==> config.mk <==
export PLATFORM = sky130hd
export DESIGN_NAME = md_sched
export DESIGN_NICKNAME = d
export VERILOG_FILES = /design/src/rtl/md_pkg.sv /design/src/rtl/md_div_iter.sv /design/src/rtl/md_sched.sv
export SDC_FILE = /design/constraint.sdc
export NUM_CORES = 2
export LEC_CHECK = 0
export ABC_AREA = 0
export BUFFER_PORTS_ARGS = -buffer_cell sky130_fd_sc_hd__buf_2
export CORE_ASPECT_RATIO = 2
export CORE_MARGIN = 4
export CORE_UTILIZATION = 65
export CTS_CLUSTER_DIAMETER = 30
export DETAILED_ROUTE_END_ITERATION = 10
export MAX_ROUTING_LAYER = met4
export PLACE_DENSITY = 0.82
export SYNTH_ARGS = -nofsm -noshare
export SYNTH_HDL_FRONTEND = slang
export SYNTH_SLANG_ARGS = --single-unit
==> constraint.sdc <==
create_clock -name clk -period 20.6 [get_ports clk]
set_input_delay 3.09 -clock clk [delete_from_list [all_inputs] [get_ports clk]]
set_output_delay 3.09 -clock clk [all_outputs]
set_load 0.005 [all_outputs]
==> src/rtl/md_pkg.sv <==
// Shared types and constants for the multiply/divide sequencer.
package md_pkg;

  typedef enum logic [2:0] {
    MD_NOP  = 3'd0,
    MD_MTHI = 3'd1,
    MD_MTLO = 3'd2,
    MD_MUL  = 3'd3,
    MD_DIV  = 3'd4
  } md_op_e;

  typedef enum logic [1:0] {
    IDLE    = 2'd0,
    MUL     = 2'd1,
    DIV_RUN = 2'd2,
    DIV_FIX = 2'd3
  } md_state_e;

  localparam int DIV_ITERS = 32;
  localparam int DIV_LAT   = 33;

endpackage

==> src/rtl/md_div_iter.sv <==
// Unsigned restoring divider datapath: one quotient bit per step, no sign handling.
module md_div_iter #(
  parameter int XLEN = 32
) (
  input  logic            clk,
  input  logic            rst_n,
  input  logic            start,
  input  logic            step,
  input  logic [XLEN-1:0] dividend,
  input  logic [XLEN-1:0] divisor,
  output logic [XLEN-1:0] quo,
  output logic [XLEN-1:0] rem
);

  logic [XLEN-1:0] dsr;
  logic [XLEN:0]   shifted;
  logic [XLEN-1:0] diff;
  logic            fits;

  // quo doubles as the dividend shift register; its MSB feeds the partial remainder
  always_comb begin
    shifted = {rem, quo[XLEN-1]};
    fits    = shifted >= {1'b0, dsr};
    diff    = shifted[XLEN-1:0] - dsr;
  end

  always_ff @(posedge clk or negedge rst_n) begin
    if (!rst_n) begin
      quo <= '0;
      rem <= '0;
      dsr <= '0;
    end else if (start) begin
      quo <= dividend;
      rem <= '0;
      dsr <= divisor;
    end else if (step) begin
      quo <= {quo[XLEN-2:0], fits};
      rem <= fits ? diff : shifted[XLEN-1:0];
    end
  end

endmodule

==> src/rtl/md_sched.sv <==
// EX-stage multiply/divide sequencer: accepts MD ops, owns HI/LO, raises stall on hazards.
module md_sched
  import md_pkg::*;
#(
  parameter int MUL_LAT = 3,
  parameter int XLEN    = 32
) (
  input  logic            clk,
  input  logic            rst_n,
  input  logic            op_valid,
  input  logic [2:0]      op,
  input  logic            is_sign,
  input  logic [XLEN-1:0] a,
  input  logic [XLEN-1:0] b,
  input  logic            rd_hilo,
  input  logic            flush,
  output logic            op_ready,
  output logic            stall,
  output logic            busy,
  output logic            done,
  output logic [XLEN-1:0] hi,
  output logic [XLEN-1:0] lo
);

  localparam int MCW = (MUL_LAT > 1) ? $clog2(MUL_LAT) : 1;
  localparam int DCW = $clog2(DIV_LAT);

  md_state_e       state_q, state_d;
  logic [MCW-1:0]  mul_cnt;
  logic [DCW-1:0]  div_cnt;
  logic [XLEN-1:0] opa, opb;
  logic            sgn;

  logic            op_md, acc, mul_fin, div_fin, div_step, div_start;
  logic [XLEN-1:0] mag_a, mag_b, quo, rem, quo_s, rem_s;
  logic [2*XLEN-1:0] ext_a, ext_b, prod;
  logic            q_neg, r_neg, b_zero;

  assign op_md    = op_valid && (op >= 3'(MD_MTHI)) && (op <= 3'(MD_DIV));
  assign acc      = op_md && (state_q == IDLE) && !flush;
  assign op_ready = acc;
  assign stall    = !flush && ((op_md && !acc) || (rd_hilo && busy));
  assign busy     = (state_q != IDLE);

  always_comb begin
    state_d  = state_q;
    mul_fin  = 1'b0;
    div_fin  = 1'b0;
    div_step = 1'b0;
    case (state_q)
      IDLE: begin
        if (acc && op == 3'(MD_MUL)) state_d = MUL;
        if (acc && op == 3'(MD_DIV)) state_d = DIV_RUN;
      end
      MUL: begin
        if (mul_cnt == '0) begin
          mul_fin = 1'b1;
          state_d = IDLE;
        end
      end
      DIV_RUN: begin
        div_step = 1'b1;
        if (div_cnt == DCW'(DIV_ITERS - 1)) state_d = DIV_FIX;
      end
      DIV_FIX: begin
        div_fin = 1'b1;
        state_d = IDLE;
      end
      default: state_d = IDLE;
    endcase
    // flush cancels whatever is in flight, including a completion on this edge
    if (flush) begin
      state_d  = IDLE;
      mul_fin  = 1'b0;
      div_fin  = 1'b0;
      div_step = 1'b0;
    end
  end

  // full-width product of the latched operands; low 2*XLEN bits are the signed result too
  always_comb begin
    ext_a = sgn ? {{XLEN{opa[XLEN-1]}}, opa} : {{XLEN{1'b0}}, opa};
    ext_b = sgn ? {{XLEN{opb[XLEN-1]}}, opb} : {{XLEN{1'b0}}, opb};
    prod  = ext_a * ext_b;
  end

  assign div_start = acc && (op == 3'(MD_DIV));
  assign mag_a     = (is_sign && a[XLEN-1]) ? -a : a;
  assign mag_b     = (is_sign && b[XLEN-1]) ? -b : b;

  md_div_iter #(.XLEN(XLEN)) u_div (
    .clk      (clk),
    .rst_n    (rst_n),
    .start    (div_start),
    .step     (div_step),
    .dividend (mag_a),
    .divisor  (mag_b),
    .quo      (quo),
    .rem      (rem)
  );

  // quotient truncates toward zero, remainder follows the dividend
  assign q_neg  = sgn && (opa[XLEN-1] ^ opb[XLEN-1]);
  assign r_neg  = sgn && opa[XLEN-1];
  assign quo_s  = q_neg ? -quo : quo;
  assign rem_s  = r_neg ? -rem : rem;
  assign b_zero = (opb == '0);

  always_ff @(posedge clk or negedge rst_n) begin
    if (!rst_n) begin
      state_q <= IDLE;
      mul_cnt <= '0;
      div_cnt <= '0;
      opa     <= '0;
      opb     <= '0;
      sgn     <= 1'b0;
      hi      <= '0;
      lo      <= '0;
      done    <= 1'b0;
    end else begin
      state_q <= state_d;
      done    <= mul_fin || div_fin;
      if (acc) begin
        case (op)
          3'(MD_MTHI): hi <= a;
          3'(MD_MTLO): lo <= a;
          default: begin
            opa     <= a;
            opb     <= b;
            sgn     <= is_sign;
            mul_cnt <= MCW'(MUL_LAT - 1);
            div_cnt <= '0;
          end
        endcase
      end
      if (state_q == MUL && mul_cnt != '0) mul_cnt <= mul_cnt - 1'b1;
      if (div_step) div_cnt <= div_cnt + 1'b1;
      if (mul_fin) {hi, lo} <= prod;
      if (div_fin) begin
        // divide by zero bypasses the sign fixup: all-ones quotient, raw dividend remainder
        lo <= b_zero ? '1  : quo_s;
        hi <= b_zero ? opa : rem_s;
      end
    end
  end

endmodule

==> results.cfg <==
[critical_path]
worst_setup_path_start_kind = flop
worstSetupPathType = reg -> reg
crit_top_cell = fa_1
cp-end-kind = flop
rr_worst_depth = 31
worstPathArrival_ns = 10.86
crit_required_ns = 21.01
path_depth = 31
critical-path-slowest-cell = and2_1
cpPeakStageDelay_ns = 0.95
critPathTopFamily = adder cells
crit_fanout = 48
critical_path_buf_inv_count = 8

[sta]
hold_violations = 0
fin_crit_ns = 10.46
max-slew-margin-rel_pct = 2.53
setup_viol = 0
timing.hold.ws_ns = 0.477
rsz0062_at_grt = no
drv_slew = 0
tns_ns = 0
fin_worst_skew_ns = 0.0431
fmaxAchievable_ghz = 0.0956
worstMarginPinSlew_ns = 1.46
post-route-period-util_pct = 50.8

[logic_synthesis]
synth_top_family_by_area = adder cells
yosysWarnings = 0
yosysSeqAreaShare_pct = 9.42
synthMuxAreaShare_pct = 1.85
yosys.area_share.xor_xnor_pct = 3.67
synth_area_um2 = 62700
synthAdderAreaFrac_pct = 52.3
ys.flop_type = dfrtp_1
postSynthAreaPerCell_um2 = 9.20
syn_inst = 6811
syn_nets = 8651
ys_async_sr_fraction_pct = 100
synth-simple-area-share_pct = 13.6
ys_types = 78
synth_seq_cells = 236
synth_edf_count = 0
synth-compound-area-share_pct = 7.46

[floorplan]
initial_core_util_pct = 65.6
die_area_um2 = 102000
die_w_um = 228
die_height_um = 447
pin_count = 141
core_area_um2 = 95500
row_count = 160

[layout]
layout.nets = 8565
final_common_cell = inv_1
drive_gt1_share_pct = 6.11
fillers = 7535
multiInputGateArea_um2 = 49500
syn2layout_area_growth_pct = 4.73
regArea_um2 = 5920
final_cell_mix = inv_1, fa_1, nand2_1

[clock_network]
cts-root-buf = clkbuf_16
cts_sinks = 236
hold_buffers = 0
cts_tree = done
ctsResizeCount = 0
postCtsSetupRepairBufs = 0
h-tree-depth = 2
cts_buffer_depth = 3
clk_latency_ns = 0.58
cts_made_buffers = 38
clkTransAtPathRegs_ns = 0.05

[worst_hold_path]
hp-class = reg -> reg
worstHoldPathCells = 2

[grt]
antenna_found_initial = 18
grt_max_degree = 120
grt_use_total_pct = 43.5
grt_pass1_vias = 54900
grt_overflow = 0
grt_pass1_wl_mm = 315

[drt]
first_iter_violations = 3529
dr.pass1.iters = 9
drc = 0
antenna_left = 0
via_per_inst = 6.10
routed_wl_mm = 207
vias = 48800
wire_per_inst_um = 25.9

[placed_design]
io_buffer_count = 140
gp_congestion = 1.01
dp_hpwl_mm = 163

[flow_run]
cap_violations = 0

[run_status]
run_status = complete, no violations
final timing paths:
kind                         start            to  slack, ns
max                        opb[31]        hi[31]      10.14
max reg2reg                opb[31]        hi[31]      10.14
max in group asynchronous    rst_n       opb[17]      16.70
min                         lo[23]        lo[23]       0.48
min in group asynchronous    rst_n  u_div.dsr[8]       2.63
min reg2reg                 lo[23]        lo[23]       0.48
per-layer routing:
layer  vias to the layer above  wire, um  GRT usage, %
met2                      2589    104000          71.2
met1                     24700     61400          43.2
met4                         0     25000          38.7
li1                      20200         -             -
met3                      1262     16400          9.02
met5                         -         0             -
flip-flops by register name, summed over array words and instances, names as in the netlist:
signal and flops:
opb 32, u_div.rem 32, mul_cnt 2, sgn 1, state_q 2, opa 32, hi 32, div_cnt 6
u_div.quo 32, done 1, lo 32, u_div.dsr 32
per-stage QoR:
step                std cells  cell area [um2]  worst slack (ns)  utilization (%)
finish                   7987            65600             10.14             68.7
global route             7985            65600              9.60             68.7
CTS                      7969            65600             10.38             68.7
detailed placement       7900            64300             10.39             67.4
global placement         7900            64300             10.50             67.4
floorplan                6811            62700             11.26                -
cell type report:
cell class                 instances  share of cell area (%)
antenna                           18                  0.0686
timing repair buffer             228                    2.11
tap                             1215                    2.32
clock inverter                    24                   0.416
multi-input combinational       4631                    75.4
inverter                        1590                    9.09
clock buffer                      45                    1.53
sequential                       236                    9.02
worst min-delay path: cells and delay by family, from the launching register on:
family	cells	cell delay, ns
DFF	1	0.33
AOI/OAI and AO/OA	1	0.06
and+or+nand+nor	1	0.04
Yosys cell counts (all sizes together), types with 20 or more instances:
| cell | number | area [um2] |
|---|---|---|
| and3 | 36 | 225 |
| mux2 | 70 | 788 |
| o31ai | 24 | 199 |
| nor2 | 169 | 634 |
| a22oi | 21 | 158 |
| xnor2 | 174 | 1530 |
| inv | 1590 | 5970 |
| o21bai | 20 | 150 |
| o21ai | 246 | 1250 |
| nor4 | 23 | 150 |
| mux2i | 37 | 370 |
| a21oi | 200 | 1000 |
| o22ai | 39 | 244 |
| ha | 347 | 4340 |
| xor2 | 88 | 771 |
| a31oi | 22 | 138 |
| fa | 1420 | 28400 |
| dfrtp | 236 | 5910 |
| a21o | 58 | 435 |
| nor3 | 38 | 190 |
| nand2 | 750 | 2820 |
| clkbuf | 330 | 1240 |
| buf | 24 | 98.8 |
| nand3 | 53 | 265 |
| and2 | 587 | 3670 |
cells by family (layout without fill, tap and decap cells):
family,after synthesis,after routing
AOI/OAI and AO/OA,754,754
xor gates and xnor gates,262,262
adders and majority gates,1771,1771
buffers and inverters,1944,1887
DFF,236,236
muxes,107,107
other,0,18
and+or+nand+nor,1737,1737
Power is left out: the tool's default activity adds up to more than one toggle a clock period on the data nets, which glitch-free logic cannot reach.
